<file path="src/rtl/arq_frame_buffer.sv">
// arq_frame_buffer: multi-slot stop-and-wait ARQ transmit buffer.
// Whole frames from the mapper are stored in NUM_SLOTS slots and sent in
// order to the line serializer. With ARQ enabled, each sent frame is held
// until ACK, and resent on NACK or timeout until MAX_RETRY resends have been
// used up, after which it is dropped.
//
// state    | meaning
// ---------+-----------------------------------------------------------
// IDLE     | nothing on the line; start the oldest committed frame
// SEND     | streaming mem[rd_slot] word by word to the serializer
// WAIT_ACK | whole frame sent, waiting for ACK/NACK or timeout
module arq_frame_buffer #(
    parameter int DATA_W      = 8,
    parameter int FRAME_LEN   = 16,
    parameter int NUM_SLOTS   = 4,
    parameter int TIMEOUT_CYC = 1024,
    parameter int MAX_RETRY   = 3
) (
    input  logic                         i_clk,
    input  logic                         i_rst,
    input  logic [DATA_W-1:0]            i_frame_data,
    input  logic                         i_frame_valid,
    input  logic                         i_frame_sof,
    output logic                         o_frame_ready,
    output logic [DATA_W-1:0]            o_line_data,
    output logic                         o_line_valid,
    output logic                         o_line_sof,
    input  logic                         i_line_ready,
    input  logic                         i_ack_valid,
    input  logic                         i_ack_good,
    input  logic                         i_arq_en,
    output logic                         o_send_complete,
    output logic                         o_frame_dropped,
    output logic [7:0]                   o_retrans_cnt,
    output logic [$clog2(NUM_SLOTS):0]   o_slots_used
);
    localparam int SW = $clog2(NUM_SLOTS);
    localparam int IW = $clog2(FRAME_LEN);
    localparam int TW = $clog2(TIMEOUT_CYC);
    localparam int RW = $clog2(MAX_RETRY + 1);
    localparam logic [IW-1:0] LAST_IDX = IW'(FRAME_LEN - 1);
    localparam logic [TW-1:0] TMO_LAST = TW'(TIMEOUT_CYC - 1);

    typedef enum logic [1:0] {IDLE, SEND, WAIT_ACK} state_t;

    logic [DATA_W-1:0] r_mem [NUM_SLOTS][FRAME_LEN];

    state_t          r_state, w_state_nxt;
    logic [SW-1:0]   r_wr_slot, r_rd_slot;
    logic [IW-1:0]   r_wr_idx, r_rd_idx, w_wr_col;
    logic [TW-1:0]   r_timer;
    logic [RW-1:0]   r_retry;
    logic [SW:0]     r_slots_used;
    logic [7:0]      r_retrans_cnt;
    logic            r_send_complete, r_frame_dropped;

    logic w_wr_acc, w_wr_store, w_commit;
    logic w_done_ok, w_drop, w_retx, w_release;

    assign o_frame_ready   = (r_slots_used < (SW+1)'(NUM_SLOTS));
    assign o_slots_used    = r_slots_used;
    assign o_retrans_cnt   = r_retrans_cnt;
    assign o_send_complete = r_send_complete;
    assign o_frame_dropped = r_frame_dropped;

    // A non-sof word arriving with no open frame is swallowed to resync.
    assign w_wr_acc   = i_frame_valid && o_frame_ready;
    assign w_wr_store = w_wr_acc && (i_frame_sof || (r_wr_idx != '0));
    assign w_commit   = w_wr_acc && !i_frame_sof && (r_wr_idx == LAST_IDX);
    assign w_wr_col   = i_frame_sof ? '0 : r_wr_idx;

    // Frame storage; contents need no reset since slots are tracked by pointers.
    always_ff @(posedge i_clk) begin
        if (w_wr_store)
            r_mem[r_wr_slot][w_wr_col] <= i_frame_data;
    end

    // Write pointers: a sof always restarts the open frame at index 1.
    always_ff @(posedge i_clk or posedge i_rst) begin
        if (i_rst) begin
            r_wr_slot <= '0;
            r_wr_idx  <= '0;
        end else if (w_wr_acc) begin
            if (i_frame_sof) begin
                r_wr_idx <= IW'(1);
            end else if (w_commit) begin
                r_wr_idx  <= '0;
                r_wr_slot <= r_wr_slot + SW'(1);
            end else if (r_wr_idx != '0) begin
                r_wr_idx <= r_wr_idx + IW'(1);
            end
        end
    end

    // Tx state register.
    always_ff @(posedge i_clk or posedge i_rst) begin
        if (i_rst) r_state <= IDLE;
        else       r_state <= w_state_nxt;
    end

    // Tx next state, release/retransmit decisions and line outputs.
    always_comb begin
        w_state_nxt  = r_state;
        w_done_ok    = 1'b0;
        w_drop       = 1'b0;
        w_retx       = 1'b0;
        o_line_valid = 1'b0;
        o_line_sof   = 1'b0;
        o_line_data  = '0;
        case (r_state)
            IDLE: begin
                if (r_slots_used != '0) w_state_nxt = SEND;
            end
            SEND: begin
                o_line_valid = 1'b1;
                o_line_sof   = (r_rd_idx == '0);
                o_line_data  = r_mem[r_rd_slot][r_rd_idx];
                if (i_line_ready && (r_rd_idx == LAST_IDX)) begin
                    if (i_arq_en) begin
                        w_state_nxt = WAIT_ACK;
                    end else begin
                        w_done_ok   = 1'b1;
                        w_state_nxt = IDLE;
                    end
                end
            end
            WAIT_ACK: begin
                // ACK wins over a coincident timeout; NACK+timeout is one retry.
                if (i_ack_valid && i_ack_good) begin
                    w_done_ok   = 1'b1;
                    w_state_nxt = IDLE;
                end else if ((i_ack_valid && !i_ack_good) || (r_timer == TMO_LAST)) begin
                    if (r_retry < RW'(MAX_RETRY)) begin
                        w_retx      = 1'b1;
                        w_state_nxt = SEND;
                    end else begin
                        w_drop      = 1'b1;
                        w_state_nxt = IDLE;
                    end
                end
            end
            default: w_state_nxt = IDLE;
        endcase
        w_release = w_done_ok || w_drop;
    end

    // Read side, ACK timer, retry bookkeeping, occupancy and result pulses.
    always_ff @(posedge i_clk or posedge i_rst) begin
        if (i_rst) begin
            r_rd_slot       <= '0;
            r_rd_idx        <= '0;
            r_timer         <= '0;
            r_retry         <= '0;
            r_slots_used    <= '0;
            r_retrans_cnt   <= '0;
            r_send_complete <= 1'b0;
            r_frame_dropped <= 1'b0;
        end else begin
            r_send_complete <= w_done_ok;
            r_frame_dropped <= w_drop;

            if (r_state != SEND)
                r_rd_idx <= '0;
            else if (i_line_ready)
                r_rd_idx <= (r_rd_idx == LAST_IDX) ? '0 : r_rd_idx + IW'(1);

            if (r_state == WAIT_ACK) r_timer <= r_timer + TW'(1);
            else                     r_timer <= '0;

            if (w_release) begin
                r_retry   <= '0;
                r_rd_slot <= r_rd_slot + SW'(1);
            end else if (w_retx) begin
                r_retry <= r_retry + RW'(1);
            end

            if (w_retx && (r_retrans_cnt != 8'hFF))
                r_retrans_cnt <= r_retrans_cnt + 8'd1;

            if (w_commit && !w_release)
                r_slots_used <= r_slots_used + (SW+1)'(1);
            else if (w_release && !w_commit)
                r_slots_used <= r_slots_used - (SW+1)'(1);
        end
    end

endmodule

</file>
<file path="config.mk">
export PLATFORM = sky130hd
export DESIGN_NAME = arq_frame_buffer
export DESIGN_NICKNAME = d
export VERILOG_FILES = /design/src/rtl/arq_frame_buffer.sv
export SDC_FILE = /design/constraint.sdc
export NUM_CORES = 1
export LEC_CHECK = 0
export CELL_PAD_IN_SITES_DETAIL_PLACEMENT = 2
export CELL_PAD_IN_SITES_GLOBAL_PLACEMENT = 2
export CORE_ASPECT_RATIO = 0.6
export CORE_UTILIZATION = 50
export DETAILED_ROUTE_END_ITERATION = 10
export PLACE_DENSITY = 0.8
export SLEW_MARGIN = 20
export SYNTH_ARGS = -nofsm -noshare
export SYNTH_HDL_FRONTEND = slang
export SYNTH_SLANG_ARGS = --single-unit
</file>
<file path="constraint.sdc">
create_clock -name i_clk -period 5.85 [get_ports i_clk]
set_input_delay 1.17 -clock i_clk [delete_from_list [all_inputs] [get_ports i_clk]]
set_output_delay 1.17 -clock i_clk [all_outputs]
set_load 0.02 [all_outputs]
</file>
==> metrics.cfg, run 1 <==
[logic_synthesis]
synth_edf_count=512
yosysWarnings=0
synth_cells=1147
syn_avg_cell_area_um2=19.4
ys_ff_latch=551
ys_async_sr_fraction=0.0708
synth_area_um2=22200
syn_nets=1180
synth_ff_type=edfxtp_1
synth_cell_types=55
yosysSeqAreaShare=0.736

[route]
drc_errors=0
first_pass_iters=5
via_per_inst=6.62
drtIter0Drc=1502
via_count=12100
drtAntennaViolNets=0
wl_per_cell_um=37.5
wirelength_mm=68.6

[global_route]
grt_usage=0.309
grt_max_degree=65
overflow=0
grt_pass1_wl_mm=96.9
antenna_found_initial=4
grt_pass1_vias=12700

[placed_design]
hpwlAfterDp_mm=44.9
io_buffers=39
gp_congestion=0.853

[cts]
clock_path_buffers=3
cts_tree=done
cts_resized=0
worstSkewPairLatency_ns=0.59
cts_buffers=50
ctsHoldBuffers=0
cts.clk_slew.worst_paths_ns=0.06
cts-root-buf=clkbuf_16
clock_sinks=551
post-cts-setup-buffer-count=0
cts_htree_levels=2

[final_layout]
multi_input_area_um2=5480
drive_above_1_share=0.186
final.fill_count=3641
layout.nets=1242
ff_latch_area_um2=16400
areaGrowthSynthToFinish_pct=11.6
antenna_cells=0

[timing]
grt_setup_unrepaired=false
fmax_mhz=181
relSlewSlack=0.190
worstMarginPinSlew_ns=1.21
tns_ns=0
setup_violations=0
skew_ns=0.0208
finalMaxSlewViolations=0
hold_viol_final=0
finalCritPeriodShare=0.945
fin_crit_ns=5.53

[critical_path]
reg2reg_from=r_wr_idx[1]
cp-end-kind=primary output
rr_worst_depth=7
arrival_ns=4.36
worst-setup-path-type=flop to primary output
crit_fanout=44
critical_path.startpoint_type=flop
startpoint=r_rd_slot[0]
cp_data_required_time_ns=4.68

[die]
fp.dieW_um=274
dieHeight_um=165
io_pins=40
row_count=59
dieArea_um2=45300
core_um2=43600
initial_core_util=0.510

[power_and_ir_drop]
peakVddDrop_uv=266
finalPower_mw=10.7
p_leak_nw=7.97
pwr_density_cell_nw_per_um2=431

[min_path]
hold_depth=1
worstHoldStart=o_retrans_cnt[5]
worstHoldPathType=flop to flop

[job]
max-cap-violations=0

[status]
run_status=finished, final reports clean

## logic make-up after synthesis
family / after synthesis / share of synthesized area
compound gates: 100 / 0.0317
xor+xnor: 22 / 0.00868
fa+ha+maj: 17 / 0.00992
buf+inv: 73 / 0.0171
flops: 551 / 0.736
mux: 163 / 0.142
simple gates: 221 / 0.0540
## worst max-delay path, stage by stage, from the launching register on
cell and delay, ns:
dfrtp_4 1.04, buf_4 0.43, mux2i_1 0.25, nor3_1 0.08, a2111oi_0 0.84, a21oi_1 0.21
a22o_1 0.31, clkdlybuf4s50_1 0.54
## routing by layer
layer  global-route usage  vias up  routed length [µm]
met2                0.480      639               31700
met1                0.462     6582               29000
met5                    0        -                   8
met4               0.0697        2                1470
li1                     -     4770                   -
met3               0.0558      107                6360
## per-stage QoR
step                      setup slack [ns]  area, µm²  hold slack (ns)  instances  utilization
after floorplan                       2.66      22200            0.487       1147            -
after global placement                1.03      23200            0.499       1735        0.533
after CTS                            0.264      24800            0.574       1829        0.569
final                                0.321      24800            0.568       1829        0.569
after global routing                0.0733      24800            0.598       1829        0.569
after detailed placement             0.913      23200            0.561       1736        0.534
## sequential cells by signal (all words and copies together), names as in the netlist, 2 cells and up
signal / count
o_retrans_cnt: 8
r_wr_slot: 2
o_slots_used: 3
r_rd_idx: 4
r_rd_slot: 2
r_mem: 512
r_wr_idx: 4
r_state: 2
r_retry: 2
r_timer: 10
## where the power goes
group	switching, mW	leakage (nW)	internal, mW
Clock	1.47	0.754	1.76
Sequential	0.257	5.11	4.39
Combinational	1.61	2.11	1.21
## area by class of cell
| cell class | instances | area share |
|---|---|---|
| Sequential cell | 551 | 0.660 |
| Multi-Input combinational cell | 523 | 0.221 |
| Clock buffer | 68 | 0.0549 |
| Tap cell | 579 | 0.0292 |
| Timing Repair Buffer | 68 | 0.0253 |
| Clock inverter | 25 | 0.00747 |
| Inverter | 15 | 0.00227 |
## worst paths after layout
kind	to	slack (ns)
min	o_retrans_cnt[5]	0.57
max	o_line_data[2]	0.32
max in group asynchronous	r_rd_slot[1]	4.25
max reg2reg	r_mem[0][112]	2.10
min reg2reg	o_retrans_cnt[5]	0.57
min in group asynchronous	r_rd_idx[0]	1.10
## cell usage after synthesis (all sizes together) (12+ instances only)
cell    number  area share
edfxtp     512        0.69
mux4       119        0.12
and2        79       0.022
dfrtp       39       0.044
nor2        38      0.0064
mux2i       32       0.014
buf         30      0.0099
clkbuf      28      0.0047
nand2       27      0.0046
a22oi       23      0.0078
a21oi       22      0.0050
xnor2       18      0.0071
ha          16      0.0090
inv         15      0.0025
nand3       15      0.0034
nor2b       14      0.0039
nor3        14      0.0032
mux2        12      0.0061
o21ai       12      0.0027
## placed cells by master, fill, tap and decap left out, types with 4 or more instances in the layout
| master | instances |
|---|---|
| buf_2 | 7 |
| clkinv_1 | 15 |
| buf_4 | 25 |
| clkdlybuf4s50_1 | 31 |
| dfrtp_1 | 37 |
| nand3_1 | 15 |
| o22ai_1 | 6 |
| a22oi_1 | 23 |
| mux4_1 | 6 |
| nand2_1 | 27 |
| inv_1 | 13 |
| nor2_1 | 38 |
| xnor2_1 | 18 |
| edfxtp_1 | 512 |
| mux2i_1 | 32 |
| and3_1 | 7 |
| xor2_1 | 4 |
| a22o_1 | 5 |
| o21ai_0 | 12 |
| a21oi_1 | 22 |
| ha_1 | 15 |
| mux4_2 | 113 |
| nor2b_1 | 14 |
| clkinv_2 | 6 |
| mux2_2 | 12 |
| nand2b_1 | 8 |
| and2_1 | 78 |
| buf_12 | 4 |
| clkbuf_1 | 15 |
| nor3_1 | 14 |
| nand4_1 | 7 |
| clkbuf_16 | 51 |
No activity file was read; power rests on OpenSTA's default activity.
==> run 2: changes to the inputs <==
- CORE_UTILIZATION: 50 -> 40
- GPL_ROUTABILITY_DRIVEN: not set -> 0
- PLACE_DENSITY: 0.8 -> 0.66
- SLEW_MARGIN: 20 -> 25
==> run 2 against run 1 <==
  * Count of clock-buffer cells in the layout rose by 7
  * Setup slack gained 0.046 ns
  * Die area increased by 25%
  * Critical path depth decreased by 2
  * First-iteration DRC count fell by 24%
  * Highest routed layer is now met4
  * Maximum frequency increased by 0.84%
  * Worst hold slack lost 0.024 ns
==> metrics.cfg, run 2 (synthesis gave the netlist of run 1 again) <==
[timing]
fin_crit_ns=5.48  ; -0.0461 ns
finalMaxSlewViolations=0  ; unchanged
hold_viol_final=0  ; unchanged
holdWs_ns=0.544  ; -0.0239 ns
setup_violations=0  ; unchanged
worst_slack_ns=0.368  ; +0.0461 ns
tns_ns=0  ; unchanged
relSlewSlack=0.232  ; +0.0422
finalCritPeriodShare=0.937  ; -0.00787
grt_setup_unrepaired=false
skew_ns=0.0284  ; +0.00754 ns
worstMarginPinSlew_ns=1.12  ; -0.0924 ns
fmax_mhz=182  ; +0.84%

[route]
via_count=11600  ; -4.2%
via_per_inst=5.90  ; -11%
drtAntennaViolNets=0  ; unchanged
drtIter0Drc=1145  ; -24%
drc_errors=0  ; unchanged
first_pass_iters=5  ; unchanged
wirelength_mm=63.2  ; -7.8%
wl_per_cell_um=32.2  ; -14%

[placed_design]
io_buffers=39  ; unchanged
numPlacedInstances=1871  ; +7.8%
placed_cell_area_um2=23400  ; +0.77%
dp_slack_ns=1.05  ; +0.136 ns
hpwlAfterDp_mm=41.1  ; -8.5%

[global_route]
grt_max_degree=65  ; unchanged
overflow=0  ; unchanged
grt_pass1_vias=12100  ; -4.5%
grt_usage=0.229  ; -0.0802
antenna_found_initial=6  ; +2
grt_pass1_wl_mm=91.6  ; -5.5%

[final_layout]
largest-register=r_mem
drive_above_1_share=0.190  ; +0.00335
layout_common_cells=512 x edfxtp_1, 113 x mux4_2, 78 x and2_1, 55 x clkbuf_16, 38 x nor2_1
instances_no_fill=1965  ; +7.4%
final_common_cell=edfxtp_1
postLayoutCellArea_um2=25000  ; +1.0%
layout.nets=1245  ; +0.24%
largest_register_ffs=512  ; unchanged
areaGrowthSynthToFinish_pct=12.8

[cts]
cts_htree_levels=2  ; unchanged
cts_buffers=53  ; +6.0%
worstSkewPairLatency_ns=0.59  ; about the same
cts_resized=0  ; unchanged
clock_path_buffers=3  ; unchanged
cts_tree=done
ctsHoldBuffers=0  ; unchanged
cts-root-buf=clkbuf_16
clock_sinks=551  ; unchanged
post-cts-setup-buffer-count=0  ; unchanged
cts.clk_slew.worst_paths_ns=0.06  ; about the same

[die]
core_um2=54500  ; +25%
row_count=66  ; +12%
dieHeight_um=185  ; +12%
io_pins=40  ; unchanged
fp.dieW_um=306  ; +12%
dieArea_um2=56500  ; +25%
initial_core_util=0.407  ; -0.102

[critical_path]
cp_data_required_time_ns=4.68  ; about the same
worst-setup-path-type=flop to primary output
rr_worst_depth=7  ; unchanged
cp-end-kind=primary output
cp_cell_sequence=mux4_2 -> a2111oi_0 -> a21oi_1 -> a22o_1 -> clkdlybuf4s50_1
arrival_ns=4.31  ; -0.05 ns
crit_fanout=38  ; -14%
critical_path.startpoint_type=flop
slowest_stage=a2111oi_0
worst-path-stages=5  ; -2
crit_family=compound AO/OA/AOI/OAI gates
path_buf_inv=1  ; -1
slowest_delay_ns=1.00  ; -0.04 ns

[power_and_ir_drop]
p_leak_nw=7.99  ; +0.37%
power.switching_mw=3.27  ; -1.8%
p_int_mw=7.45  ; +1.3%
p_clk_frac=0.311  ; +0.009
switching_share=0.305  ; -0.00674
power_frac_comb=0.254  ; -0.009
pwr_density_cell_nw_per_um2=428  ; -0.67%
pwr-share-seq=0.435  ; about the same
peakVddDrop_uv=239  ; -10%

[min_path]
hold_depth=1  ; unchanged
worstHoldPathType=flop to flop

[job]
max-cap-violations=0  ; unchanged

[status]
run_status=finished, final reports clean

-- run 2: cell count changes in the layout (fill, tap and decap cells not counted), moves of 2 or more --
cell	delta
clkbuf_1	+4
clkbuf_16	+4
clkinv_1	-7
diode_2	+2
-- run 2: path summary, 6_finish.rpt --
path / from / slack (ns) / to
min in group asynchronous: i_rst / 1.04 / o_slots_used[2]
max in group asynchronous: i_rst / 4.35 / r_rd_slot[1]
hold reg to reg: o_retrans_cnt[2] / 0.54 / o_retrans_cnt[2]
hold / removal: o_retrans_cnt[2] / 0.54 / o_retrans_cnt[2]
setup reg to reg: r_wr_idx[0] / 2.35 / r_mem[3][87]
setup / recovery: r_rd_slot[0] / 0.37 / o_line_data[0]
-- run 2: power groups by stage --
stage	sequential (mW)	clock [mW]	combinational, mW
finish	4.67	3.33	2.72
global route	4.70	3.53	2.88
CTS	4.67	3.40	2.73
detailed placement	4.76	0	2.71
global placement	4.75	0	2.66
floorplan	4.54	0	1.82
-- run 2: cell type report --
class                   instances  area (µm²)
well taps                     714         893
clock buffers                  75        1460
fillers                      4919       29500
diodes                          2        5.00
flip-flops and latches        551       16400
repair buffers                 68         633
multi-input cells             523        5480
inverters                      15        56.3
clock inverters                17         155
-- run 2: routing by layer --
layer / wire length [µm] / vias up / GRT usage
met5: 0 / - / 0
met4: 909 / 0 / 0.0436
met3: 4240 / 66 / 0.0435
met2: 26400 / 349 / 0.315
met1: 31700 / 6419 / 0.375
li1: - / 4763 / -
-- run 2: per-stage QoR --
| step | utilization | total power, mW |
|---|---|---|
| floorplan | - | 6.36 |
| CTS | 0.459 | 10.8 |
| finish | 0.459 | 10.7 |
| global placement | 0.430 | 7.41 |
| detailed placement | 0.430 | 7.47 |
| global route | 0.459 | 11.1 |
==> run 3: changes to the inputs <==
--- a/config.mk
+++ b/config.mk
@@ -6,4 +6,5 @@
 export NUM_CORES = 1
 export LEC_CHECK = 0
+export CAP_MARGIN = 20
 export CELL_PAD_IN_SITES_DETAIL_PLACEMENT = 2
 export CELL_PAD_IN_SITES_GLOBAL_PLACEMENT = 2
==> constraint.sdc (replaced) <==
create_clock -name i_clk -period 5.85 [get_ports i_clk]
set_input_delay 0.8775 -clock i_clk [delete_from_list [all_inputs] [get_ports i_clk]]
set_output_delay 0.8775 -clock i_clk [all_outputs]
set_load 0.02 [all_outputs]
==> run 3 against run 2 <==
  * Clock skew fell by 0.0082 ns
  * Sequential power down 1%
  * Setup slack better by 0.42 ns
  * Via count down 1.9%
  * First-iteration DRC count is 6.8% higher
==> metrics.cfg, run 3 (synthesis gave the netlist of run 1 again) <==
[final_layout]
multi_input_area_um2=5480  ; about the same
layout.nets=1240  ; -0.40%
layout_common_cells=512 x edfxtp_1, 113 x mux4_2, 78 x and2_1, 51 x clkbuf_16, 38 x nor2_1
largest_register_ffs=512  ; unchanged
final_common_cell=edfxtp_1
postLayoutCellArea_um2=24900  ; -0.53%
instances_no_fill=1959  ; -0.31%
drive_above_1_share=0.189  ; -0.000693
final.fill_count=4931  ; +0.24%
fin_util=0.457  ; -0.00246
areaGrowthSynthToFinish_pct=12.2
ff_latch_area_um2=16400  ; unchanged
largest-register=r_mem

[cts]
clock_sinks=551  ; unchanged
cts_buffers=51  ; -3.8%
cts_resized=0  ; unchanged
cts-root-buf=clkbuf_16
cts_tree=done
clock_path_buffers=3  ; unchanged
ctsHoldBuffers=0  ; unchanged
worstSkewPairLatency_ns=0.58  ; about the same
cts.clk_slew.worst_paths_ns=0.06  ; about the same
post-cts-setup-buffer-count=0  ; unchanged
cts_htree_levels=2  ; unchanged

[min_path]
worstHoldPathType=flop to flop
hold_depth=1  ; unchanged
min_to=o_retrans_cnt[7]
worstHoldStart=o_retrans_cnt[7]

[global_route]
grt_max_degree=65  ; unchanged
grt_usage=0.227  ; -0.00179
antenna_found_initial=3  ; -3
grt_util_met1=0.354  ; -0.0206
grt_pass1_vias=12100  ; -0.33%
grtUsageMet2=0.309  ; -0.00600
grt_util_met3=0.0731  ; +0.0297
grt_pass1_wl_mm=90.9  ; -0.72%
overflow=0  ; unchanged
busiest_layer=met1

[die]
initial_core_util=0.407  ; unchanged
io_pins=40  ; unchanged
core_um2=54500  ; unchanged
row_count=66  ; unchanged
dieArea_um2=56500  ; unchanged
fp.dieW_um=306  ; unchanged
dieHeight_um=185  ; unchanged

[critical_path]
arrival_ns=4.18  ; -0.13 ns
r2r-end=r_mem[0][85]
regToRegSetupSlack_ns=2.43  ; +0.08 ns
critical_path.startpoint_type=flop
cp-end-kind=primary output
cp_data_required_time_ns=4.97  ; +0.29 ns
rr_worst_depth=7  ; unchanged
reg2reg_from=r_wr_idx[0]
worst-setup-path-type=flop to primary output
crit_fanout=50  ; +32%

[timing]
finalCritPeriodShare=0.865  ; -0.0725
finalMaxSlewViolations=0  ; unchanged
holdWs_ns=0.546  ; +0.00200 ns
setup_violations=0  ; unchanged
grt_setup_unrepaired=false
fmax_mhz=198  ; +8.4%
worst_slack_ns=0.791  ; +0.424 ns
skew_ns=0.0201  ; -0.00825 ns
hold_viol_final=0  ; unchanged
relSlewSlack=0.279  ; +0.0468
tns_ns=0  ; unchanged
fin_crit_ns=5.06  ; -0.424 ns
worstMarginPinSlew_ns=1.07  ; -0.0495 ns

[status]
run_status=finished, final reports clean

[route]
first_pass_iters=5  ; unchanged
wl_per_cell_um=32.1  ; -0.23%
via_per_inst=5.81  ; -1.6%
wirelength_mm=62.9  ; -0.54%
drtIter0Drc=1223  ; +6.8%
drc_errors=0  ; unchanged
drtAntennaViolNets=0  ; unchanged
via_count=11400  ; -1.9%

[power_and_ir_drop]
finalPower_mw=10.6  ; -1.3%
peakVddDrop_uv=335  ; +40%
p_leak_nw=7.93  ; -0.76%
pwr_density_cell_nw_per_um2=425  ; -0.76%

[job]
max-cap-violations=0  ; unchanged

[placed_design]
io_buffers=39  ; unchanged
numPlacedInstances=1868  ; -0.16%
placed_cell_area_um2=23300  ; -0.30%
hpwlAfterDp_mm=41.1  ; about the same
dp_slack_ns=1.40  ; +0.348 ns

-- run 3: cell count changes in the layout (fill, tap and decap cells not counted), sizes merged --
cell / change
clkbuf: -7
clkinv: +3
clkinvlp: +1
buf: -3
-- run 3: area by class of cell --
| class | instances | share of cell area |
|---|---|---|
| diodes | 2 | 0.000201 |
| clock buffers | 68 | 0.0550 |
| clock inverters | 21 | 0.00718 |
| inverters | 15 | 0.00226 |
| multi-input cells | 523 | 0.220 |
| flip-flops and latches | 551 | 0.657 |
| well taps | 714 | 0.0359 |
| repair buffers | 65 | 0.0226 |
-- run 3: how the worst max path moves through the flow --
stage	from	cells after the start	slack, ns	endpoint
after floorplan	r_rd_slot[0]	8	2.95	o_line_data[4]
after global placement	r_rd_slot[0]	7	1.41	o_line_data[0]
after detailed placement	r_rd_slot[0]	7	1.40	o_line_data[2]
after CTS	r_rd_slot[0]	7	0.77	o_line_data[2]
after global routing	r_rd_slot[0]	7	0.58	o_line_data[2]
final	r_rd_slot[0]	7	0.79	o_line_data[2]
-- run 3: per-layer routing --
metal  part of all wire  up-vias  wire length [µm]
met4              0.016        0               991
li1                   -     4748                 -
met1               0.49     6204             30600
met5                  0        -                 0
met2               0.41      354             25500
met3              0.091       70              5750
-- run 3: power by group --
group / leakage, nW / total [mW] / internal, mW / switching [mW]
combinational: 2.07 / 2.72 / 1.16 / 1.56
clock: 0.755 / 3.24 / 1.77 / 1.47
sequential: 5.11 / 4.62 / 4.39 / 0.233
-- run 3: critical path: stages, from the launching register on --
cell,delay (ns)
dfrtp_4,0.82
buf_12,0.43
mux2i_1,0.24
nor3_1,0.07
a2111oi_0,0.87
a21oi_1,0.19
a22o_1,0.31
clkdlybuf4s50_1,0.54
